==> src/rtl/div_pkg.sv <==
// div_pkg: shared encodings for the multicycle divide controller.
//   div_op_e    - op select encodings (signed/unsigned, quotient/remainder)
//   div_state_e - controller states
//   is_signed_op / is_rem_op - decode helpers for the op select
package div_pkg;

  typedef enum logic [1:0] {
    DIV_OP_DIV  = 2'b00,
    DIV_OP_DIVU = 2'b01,
    DIV_OP_REM  = 2'b10,
    DIV_OP_REMU = 2'b11
  } div_op_e;

  typedef enum logic [1:0] {
    S_IDLE = 2'b00,
    S_CALC = 2'b01,
    S_DONE = 2'b10
  } div_state_e;

  // Signed ops are the ones with the low op bit clear (DIV, REM).
  function automatic logic is_signed_op(input div_op_e op);
    return ~op[0];
  endfunction

  // Remainder ops are the ones with the high op bit set (REM, REMU).
  function automatic logic is_rem_op(input div_op_e op);
    return op[1];
  endfunction

endpackage

==> src/rtl/div_restoring_step.sv <==
// div_restoring_step: one radix-2 restoring-division iteration.
//   rem, quo     - current partial remainder and quotient/dividend shift register
//   divisor      - divisor magnitude
//   rem_next     - partial remainder after shift + trial subtract
//   quo_next     - quotient register shifted left with the new quotient bit in the LSB
module div_restoring_step #(
  parameter int BUS_WIDTH = 64
) (
  input  logic [BUS_WIDTH-1:0] rem,
  input  logic [BUS_WIDTH-1:0] quo,
  input  logic [BUS_WIDTH-1:0] divisor,
  output logic [BUS_WIDTH-1:0] rem_next,
  output logic [BUS_WIDTH-1:0] quo_next
);

  // The shifted remainder can reach 2*divisor-1, which needs one bit more than
  // BUS_WIDTH once the divisor's MSB is set (unsigned ops), so the trial is
  // evaluated one bit wider than that and its top bit is the borrow.
  logic [BUS_WIDTH:0]   shifted;
  logic [BUS_WIDTH+1:0] trial;
  logic                 borrow;

  assign shifted = {rem, quo[BUS_WIDTH-1]};
  assign trial   = {1'b0, shifted} - {2'b00, divisor};
  assign borrow  = trial[BUS_WIDTH+1];

  // Both candidates fit in BUS_WIDTH bits: on borrow shifted < divisor,
  // otherwise the difference is < divisor.
  assign rem_next = borrow ? shifted[BUS_WIDTH-1:0] : trial[BUS_WIDTH-1:0];
  assign quo_next = {quo[BUS_WIDTH-2:0], ~borrow};

endmodule

==> src/rtl/div_sequencer.sv <==
// div_sequencer: multicycle RISC-V M-extension divide controller for EX.
//   clk       - clock, rising edge
//   rst       - asynchronous active-low reset
//   start     - divide present in EX (level, held while stalled)
//   op        - 00 DIV, 01 DIVU, 10 REM, 11 REMU
//   dividend  - rs1, sampled on acceptance
//   divisor   - rs2, sampled on acceptance
//   flush     - pipeline flush, aborts any operation
//   div_stall - hold IF/ID/EX while high
//   done      - one-cycle pulse, result valid
//   result    - registered quotient or remainder
// Divide-by-zero and signed overflow skip the iteration loop and finish in one cycle.
module div_sequencer
  import div_pkg::*;
#(
  parameter int BUS_WIDTH    = 64,
  parameter int DIV_OP_WIDTH = 2,
  parameter int CNT_WIDTH    = 7
) (
  input  logic                    clk,
  input  logic                    rst,
  input  logic                    start,
  input  logic [DIV_OP_WIDTH-1:0] op,
  input  logic [BUS_WIDTH-1:0]    dividend,
  input  logic [BUS_WIDTH-1:0]    divisor,
  input  logic                    flush,
  output logic                    div_stall,
  output logic                    done,
  output logic [BUS_WIDTH-1:0]    result
);

  localparam logic [BUS_WIDTH-1:0] ALL_ONES = '1;
  localparam logic [BUS_WIDTH-1:0] MIN_VAL  = {1'b1, {(BUS_WIDTH-1){1'b0}}};
  localparam logic [CNT_WIDTH-1:0] CNT_LOAD = CNT_WIDTH'(BUS_WIDTH - 1);

  div_state_e             state;
  logic [CNT_WIDTH-1:0]   cnt;
  logic [BUS_WIDTH-1:0]   rem_q;
  logic [BUS_WIDTH-1:0]   quo_q;
  logic [BUS_WIDTH-1:0]   dvs_q;
  logic                   is_rem_q;
  logic                   quo_neg_q;
  logic                   rem_neg_q;

  // Request decode, only meaningful in IDLE.
  div_op_e                op_e;
  logic                   sgn;
  logic                   rem_op;
  logic                   dvd_neg;
  logic                   dvs_neg;
  logic [BUS_WIDTH-1:0]   dvd_mag;
  logic [BUS_WIDTH-1:0]   dvs_mag;
  logic                   div_zero;
  logic                   sgn_ovf;
  logic                   accept;

  assign op_e     = div_op_e'(op[1:0]);
  assign sgn      = is_signed_op(op_e);
  assign rem_op   = is_rem_op(op_e);
  assign dvd_neg  = sgn & dividend[BUS_WIDTH-1];
  assign dvs_neg  = sgn & divisor[BUS_WIDTH-1];
  assign dvd_mag  = dvd_neg ? -dividend : dividend;
  assign dvs_mag  = dvs_neg ? -divisor : divisor;
  assign div_zero = (divisor == '0);
  assign sgn_ovf  = sgn & (dividend == MIN_VAL) & (divisor == ALL_ONES);
  assign accept   = start & ~flush;

  // Stall is combinational so it rises in the same cycle the divide shows up
  // in EX; gating with rst keeps it low for the whole reset assertion even
  // though start may still be high.
  always_comb begin
    // NOTE: default first so every path assigns div_stall and no latch is inferred.
    div_stall = 1'b0;
    unique case (state)
      S_IDLE:  div_stall = accept;
      S_CALC:  div_stall = 1'b1;
      default: div_stall = 1'b0;
    endcase
    if (!rst) div_stall = 1'b0;
  end

  logic [BUS_WIDTH-1:0] rem_nx;
  logic [BUS_WIDTH-1:0] quo_nx;

  div_restoring_step #(
    .BUS_WIDTH (BUS_WIDTH)
  ) u_step (
    .rem      (rem_q),
    .quo      (quo_q),
    .divisor  (dvs_q),
    .rem_next (rem_nx),
    .quo_next (quo_nx)
  );

  // Sign fix-up on the final iteration's outputs, registered straight into result.
  logic [BUS_WIDTH-1:0] final_val;
  assign final_val = is_rem_q ? (rem_neg_q ? -rem_nx : rem_nx)
                              : (quo_neg_q ? -quo_nx : quo_nx);

  // NOTE: all state updates are non-blocking so every register samples the
  // pre-edge values regardless of statement order.
  always_ff @(posedge clk or negedge rst) begin
    if (!rst) begin
      state     <= S_IDLE;
      cnt       <= '0;
      rem_q     <= '0;
      quo_q     <= '0;
      dvs_q     <= '0;
      is_rem_q  <= 1'b0;
      quo_neg_q <= 1'b0;
      rem_neg_q <= 1'b0;
      result    <= '0;
      done      <= 1'b0;
    end else if (flush) begin
      // Abort from any state; result keeps its last loaded value.
      state <= S_IDLE;
      done  <= 1'b0;
    end else begin
      unique case (state)
        S_IDLE: begin
          done <= 1'b0;
          if (start) begin
            is_rem_q  <= rem_op;
            quo_neg_q <= dvd_neg ^ dvs_neg;
            rem_neg_q <= dvd_neg;
            if (div_zero) begin
              // Remainder is the original dividend, sign untouched.
              result <= rem_op ? dividend : ALL_ONES;
              done   <= 1'b1;
              state  <= S_DONE;
            end else if (sgn_ovf) begin
              result <= rem_op ? '0 : MIN_VAL;
              done   <= 1'b1;
              state  <= S_DONE;
            end else begin
              rem_q <= '0;
              quo_q <= dvd_mag;
              dvs_q <= dvs_mag;
              cnt   <= CNT_LOAD;
              state <= S_CALC;
            end
          end
        end
        S_CALC: begin
          rem_q <= rem_nx;
          quo_q <= quo_nx;
          cnt   <= cnt - 1'b1;
          if (cnt == '0) begin
            result <= final_val;
            done   <= 1'b1;
            state  <= S_DONE;
          end
        end
        S_DONE: begin
          // start is still high for the departing instruction; do not retrigger.
          done  <= 1'b0;
          state <= S_IDLE;
        end
        default: begin
          done  <= 1'b0;
          state <= S_IDLE;
        end
      endcase
    end
  end

endmodule

==> config.mk <==
export PLATFORM = sky130hd
export DESIGN_NAME = div_sequencer
export DESIGN_NICKNAME = d
export VERILOG_FILES = /design/src/rtl/div_pkg.sv /design/src/rtl/div_restoring_step.sv /design/src/rtl/div_sequencer.sv
export SDC_FILE = /design/constraint.sdc
export NUM_CORES = 1
export LEC_CHECK = 0
export ABC_AREA = 1
export BUFFER_PORTS_ARGS = -buffer_cell sky130_fd_sc_hd__buf_2
export CORE_MARGIN = 5
export CORE_UTILIZATION = 26
export CTS_CLUSTER_DIAMETER = 150
export CTS_CLUSTER_SIZE = 40
export DETAILED_ROUTE_END_ITERATION = 16
export PLACE_DENSITY = 0.45
export SYNTH_ARGS = -nofsm -noshare
export SYNTH_HDL_FRONTEND = slang
export SYNTH_SLANG_ARGS = --single-unit
==> constraint.sdc <==
create_clock -name clk -period 11.2 [get_ports clk]
set_input_delay 1.68 -clock clk [delete_from_list [all_inputs] [get_ports clk]]
set_output_delay 1.68 -clock clk [all_outputs]
set_load 0.02 [all_outputs]
==> impl_metrics.tcl, run 1 <==
set metrics [dict create \
    end_kind "register" \
    synth_area_um2 26900 \
    slew_headroom 0.167 \
    tns_ns 0 \
    row_count 118 \
    pre_cts_ws_ns 4.47 \
    core_area_um2 103000 \
    synthArstFlopShare 1.00 \
    grt_max_degree 115 \
    cpMostUsedCell "nor2_1" \
    syn_area_per_cell_um2 5.80 \
    numCtsBuffers 13 \
    path_delay_family "simple AND/OR/NAND/NOR gates" \
    initial_core_util 0.261 \
    hold_end "result[57]$_DFFE_PN0P_" \
    critPathKind "register to register" \
    synth-seq-area-share 0.250 \
    p_seq_frac 0.172 \
    cp_slowest_stage_delay_ns 0.60 \
    rsz0062_at_grt "no" \
    layout_common_cells "nand2_1, inv_1, nor2_1" \
    slew_violations 0 \
    reg2reg_depth 30 \
    wirelength_um 128000 \
    setup_slack_ns 4.67 \
    ctsResizeCount 0 \
    tightest_slew_ns 1.25 \
    critPathLaunchType "register" \
    fillCellCount 12062 \
    ant_nets 0 \
    wl_per_cell_um 20.9 \
    switching_share 0.641 \
    clock-root-buffer "clkbuf_16" \
    layout_min_cycle_time_ns 6.53 \
    slowest_stage "inv_2" \
    fin_crit_sh 0.583 \
    drc_errors 0 \
    ir_worst_vdd_mv 0.266 \
    post_cts_buffers 0 \
    syn_nets 4841 \
    dp.cells 6083 \
    clock_sinks 269 \
    drt_pre_antenna_iters 6 \
    rrSetupSlack_ns 4.67 \
    ys_seq_elements 269 \
    clk_pin_slew_ns 0.17 \
    power_density_nw_per_um2 331 \
    holdCritStartpoint "result[57]$_DFFE_PN0P_" \
    h-tree-depth 1 \
    layout.nets 4924 \
    crit_arrival_ns 7.04 \
    clock_latency_ns 0.57 \
    grt_usage 0.221 \
    clock_power_share 0.070 \
    synth_cells 4635 \
    grt_pass1_wl_um 188000 \
    outcome "finished clean" \
    setup_viol 0 \
    min_path_type "register to register" \
    drt-vias-per-instance 4.94 \
    fp.dieW_um 332 \
    dieHeight_um 332 \
    io_buffers 199 \
    cts_hold_buf 0 \
    final_common_cell "nand2_1" \
    reg2reg_to "result[62]$_DFFE_PN0P_" \
    rr_startpoint "dvs_q[60]$_DFFE_PN0P_" \
    whs_ns 0.491 \
    pwr-share-comb 0.758 \
    first_global_vias 28674 \
    final_hold_viol_count 0 \
    startpoint "dvs_q[60]$_DFFE_PN0P_" \
    p_leak_nw 15.0 \
    diodes 0 \
    antenna_found_initial 4 \
    dp_hpwl_um 103000 \
    cts.path.max_buffers 3 \
    switchingPower_w 0.00627 \
    drive_gt1_frac 0.0771 \
    min_path_cells 2 \
    finClkSkew_ns 0.0324 \
    drv_cap 0 \
    synth_edf_count 0 \
    syn2layout_area_growth_pct 10.1 \
    gp_congestion 0.959 \
    io_pins 200 \
    fin_cells 6104 \
    tritoncts "done" \
    max_freq_mhz 153 \
    vias 30156 \
    crit_required_ns 11.71 \
    ys_types 61 \
    die_area_um2 110000 \
    cp_max_fo 95 \
    drt_iter0_drc 2769 \
    intPower_w 0.00351 \
    dominantRegCellSynth "dfrtp_1" \
    grt_overflow 0 \
    yosysWarnings 0 \
    cp.buffers_inverters 5 \
]
==> cell usage after synthesis, types with 14 or more instances <==
master,count,area share
buf_1,16,0.0022
inv_2,14,0.0020
dfrtp_1,269,0.25
o21ai_0,383,0.071
inv_1,713,0.10
o21ai_1,30,0.0056
nor4_1,45,0.010
nand4_1,49,0.011
xor2_1,89,0.029
nand3_1,341,0.063
o22ai_1,37,0.0086
nor2_1,474,0.066
xnor2_1,27,0.0088
ha_1,71,0.033
nor2_2,24,0.0056
clkbuf_1,101,0.014
a21oi_1,227,0.042
nand2_2,25,0.0058
nor3_1,67,0.012
nand2_1,1445,0.20
buf_2,24,0.0045
o211ai_1,23,0.0064
a31oi_1,18,0.0042
==> power groups by stage <==
stage	logic, W	registers, W	clock network [W]
5_1_grt	0.00820	0.00172	0.000732
3_3_place_gp	0.00733	0.00170	0
4_1_cts	0.00734	0.00168	0.000712
6_report	0.00741	0.00169	0.000681
2_1_floorplan	0.00491	0.00167	0
3_5_place_dp	0.00730	0.00170	0
==> flip-flops by register name (all words and copies together) (netlist names), 2 cells and up <==
signal  flops
result     64
state       2
dvs_q      64
rem_q      64
cnt         7
quo_q      64
==> worst max-delay path by stage <==
stage | to | slack (ns) | cells after the start
after global placement | result[31]$_DFFE_PN0P_ | 4.46 | 14
final | result[62]$_DFFE_PN0P_ | 4.67 | 30
after floorplan | quo_q[40]$_DFFE_PN0P_ | 7.04 | 17
after global routing | result[62]$_DFFE_PN0P_ | 4.02 | 30
after detailed placement | result[31]$_DFFE_PN0P_ | 4.47 | 19
after CTS | result[62]$_DFFE_PN0P_ | 4.88 | 30
==> kinds of logic after synthesis <==
logic type | count (synthesis) | share of synthesized area
AO/OA/AOI/OAI | 768 | 0.154
adder cells (fa/ha/maj) | 72 | 0.0338
buffers and inverters | 886 | 0.129
AND/OR/NAND/NOR | 2524 | 0.395
flip-flops | 269 | 0.250
XOR/XNOR | 116 | 0.0378
==> final cells by class <==
cell class	count	area, um^2	share of cell area
Timing Repair Buffer	223	1190	0.0401
Inverter	731	2750	0.0929
Clock buffer	13	325	0.0110
Multi-Input combinational cell	3480	16700	0.566
Tap cell	1380	1730	0.0584
Clock inverter	8	131	0.00444
Sequential cell	269	6740	0.228
==> worst min-delay path, cell delays in order (launching register included) <==
cell	delay, ns
dfrtp_1	0.37
nand2_1	0.05
nand2_1	0.05
==> through the flow <==
stage / power (W) / instance area [um^2] / utilization
after detailed placement: 0.00901 / 29100 / 0.283
after floorplan: 0.00657 / 26900 / -
after CTS: 0.00974 / 29600 / 0.287
final: 0.00978 / 29600 / 0.287
after global placement: 0.00904 / 29100 / 0.283
after global routing: 0.0107 / 29600 / 0.287
==> routing by layer <==
layer / share of wire / vias to the layer above / global-route usage
met4: 0.024 / 2 / 0.0483
met1: 0.46 / 14199 / 0.312
met5: 0.00010 / - / 0
met3: 0.053 / 101 / 0.0229
li1: - / 14940 / -
met2: 0.46 / 914 / 0.368
Note: power is estimated with default switching activity, not from simulation.
==> inputs of run 2 (changes only) <==
==> constraint.sdc (replaced) <==
create_clock -name clk -period 6.25 [get_ports clk]
set_input_delay 0.9375 -clock clk [delete_from_list [all_inputs] [get_ports clk]]
set_output_delay 0.9375 -clock clk [all_outputs]
set_load 0.02 [all_outputs]
==> run 2 against run 1 <==
Against the previous run: non-clock buffer count grew 11; critical path depth shrank 12; final area grew 0.33%; total power grew 79%.
==> impl_metrics.tcl, run 2 (same netlist as run 1, synthesis figures left out) <==
set metrics [dict create \
    ir_worst_vdd_mv 0.340 \
    ant_nets 0 \
    grt_pass1_wl_um 187000 \
    drc_errors 0 \
    reg2reg_depth 35 \
    critPathKind "input pin to register" \
    max_freq_mhz 176 \
    final_common_cell "nand2_1" \
    cts.path.max_buffers 3 \
    slew_violations 0 \
    final_hold_viol_count 0 \
    fin_crit_sh 0.911 \
    fin_util 0.288 \
    dp.cells 6094 \
    whs_ns 0.311 \
    finClkSkew_ns 0.0432 \
    drt-vias-per-instance 4.98 \
    setup_viol 0 \
    crit_arrival_ns 6.15 \
    clock_latency_ns 0.58 \
    vias 30424 \
    layout.nets 4935 \
    initial_core_util 0.261 \
    tritoncts "done" \
    layout_common_cells "nand2_1, inv_1, nor2_1" \
    critPathLaunchType "input pin" \
    wl_per_cell_um 20.9 \
    fp.dieW_um 332 \
    first_global_vias 28291 \
    post_cts_buffers 0 \
    cp_max_fo 40 \
    row_count 118 \
    power_density_nw_per_um2 590 \
    grt_overflow 0 \
    cp_slowest_stage_delay_ns 0.76 \
    drive_gt1_frac 0.0790 \
    cts_hold_buf 0 \
    wirelength_um 128000 \
    crit_required_ns 6.71 \
    die_area_um2 110000 \
    io_pins 200 \
    ctsResizeCount 0 \
    clock_sinks 269 \
    drt_iter0_drc 2839 \
    slowest_stage "nor3_2" \
    cp.buffers_inverters 4 \
    slew_headroom 0.275 \
    tightest_slew_ns 1.09 \
    rsz0062_at_grt "no" \
    grt_usage 0.221 \
    numCtsBuffers 13 \
    end_kind "register" \
    p_leak_nw 15.0 \
    path_depth 18 \
    drv_cap 0 \
    min_path_type "input pin to async pin" \
    clock-root-buffer "clkbuf_16" \
    core_area_um2 103000 \
    clk_pin_slew_ns 0.17 \
    h-tree-depth 1 \
    io_buffers 199 \
    outcome "finished clean" \
    grt_max_degree 90 \
    layout_min_cycle_time_ns 5.69 \
    antenna_found_initial 6 \
    diodes 0 \
    fin_cells 6115 \
    path_delay_family "simple AND/OR/NAND/NOR gates" \
    gp_congestion 0.973 \
    drt_pre_antenna_iters 6 \
    dp_hpwl_um 104000 \
    syn2layout_area_growth_pct 10.4 \
    dieHeight_um 332 \
    crit_path_cell_trace "buf_2 > inv_1 > ha_1 > nand4_1 > nor3_2 > nand2_1 > inv_2 > nand3_1 > nor3_2 > nand2_1 > nor3_2 > a41oi_1 > nand2_1 > nand2_4 > clkinv_1 > o21ai_0 > a31oi_1 > nor2_1" \
]
## run 2: path summary, 6_finish.rpt
check                                       start                     end  slack, ns
setup / recovery                      dividend[1]  result[31]$_DFFE_PN0P_       0.56
hold / removal                                rst      cnt[6]$_DFFE_PN0P_       0.31
setup reg to reg            rem_q[27]$_DFFE_PN0P_  result[62]$_DFFE_PN0P_       0.95
hold reg to reg            result[41]$_DFFE_PN0P_  result[41]$_DFFE_PN0P_       0.49
max in group asynchronous                     rst   rem_q[52]$_DFFE_PN0P_       4.11
min in group clk           result[41]$_DFFE_PN0P_  result[41]$_DFFE_PN0P_       0.49
## run 2: stage by stage
| stage | power, W | setup slack (ns) | area [um^2] | setup TNS, ns |
|---|---|---|---|---|
| after floorplan | 0.0118 | 2.18 | 26900 | 0 |
| after global placement | 0.0162 | -0.0972 | 29200 | -0.126 |
| after detailed placement | 0.0161 | -0.0805 | 29200 | -0.0996 |
| after CTS | 0.0174 | 0.510 | 29700 | 0 |
| after global routing | 0.0190 | 0.251 | 29700 | 0 |
| final | 0.0175 | 0.556 | 29700 | 0 |
## run 2: report_power, final
group | switching, W | leakage (nW) | internal (W) | total, W
clock network | 0.000772 | 0.219 | 0.000433 | 0.00121
logic | 0.00975 | 11.4 | 0.00354 | 0.0133
registers | 0.000661 | 3.44 | 0.00235 | 0.00302
total | 0.0112 | 15.0 | 0.00633 | 0.0175
## run 2: area by class of cell
cell class / count / area [um^2]
inverters: 731 / 2750
clock buffers: 13 / 325
well taps: 1380 / 1730
fillers: 12151 / 73400
clock inverters: 8 / 126
multi-input cells: 3480 / 16700
repair buffers: 234 / 1290
flip-flops and latches: 269 / 6740
## run 2: per-layer routing
metal  global-route usage  vias to the layer above  part of all wire
li1                     -                    14932                 -
met1                0.312                    14418              0.46
met2                0.367                      969              0.46
met3               0.0224                      103             0.056
met4               0.0467                        2             0.022
met5                    0                        -           0.00010
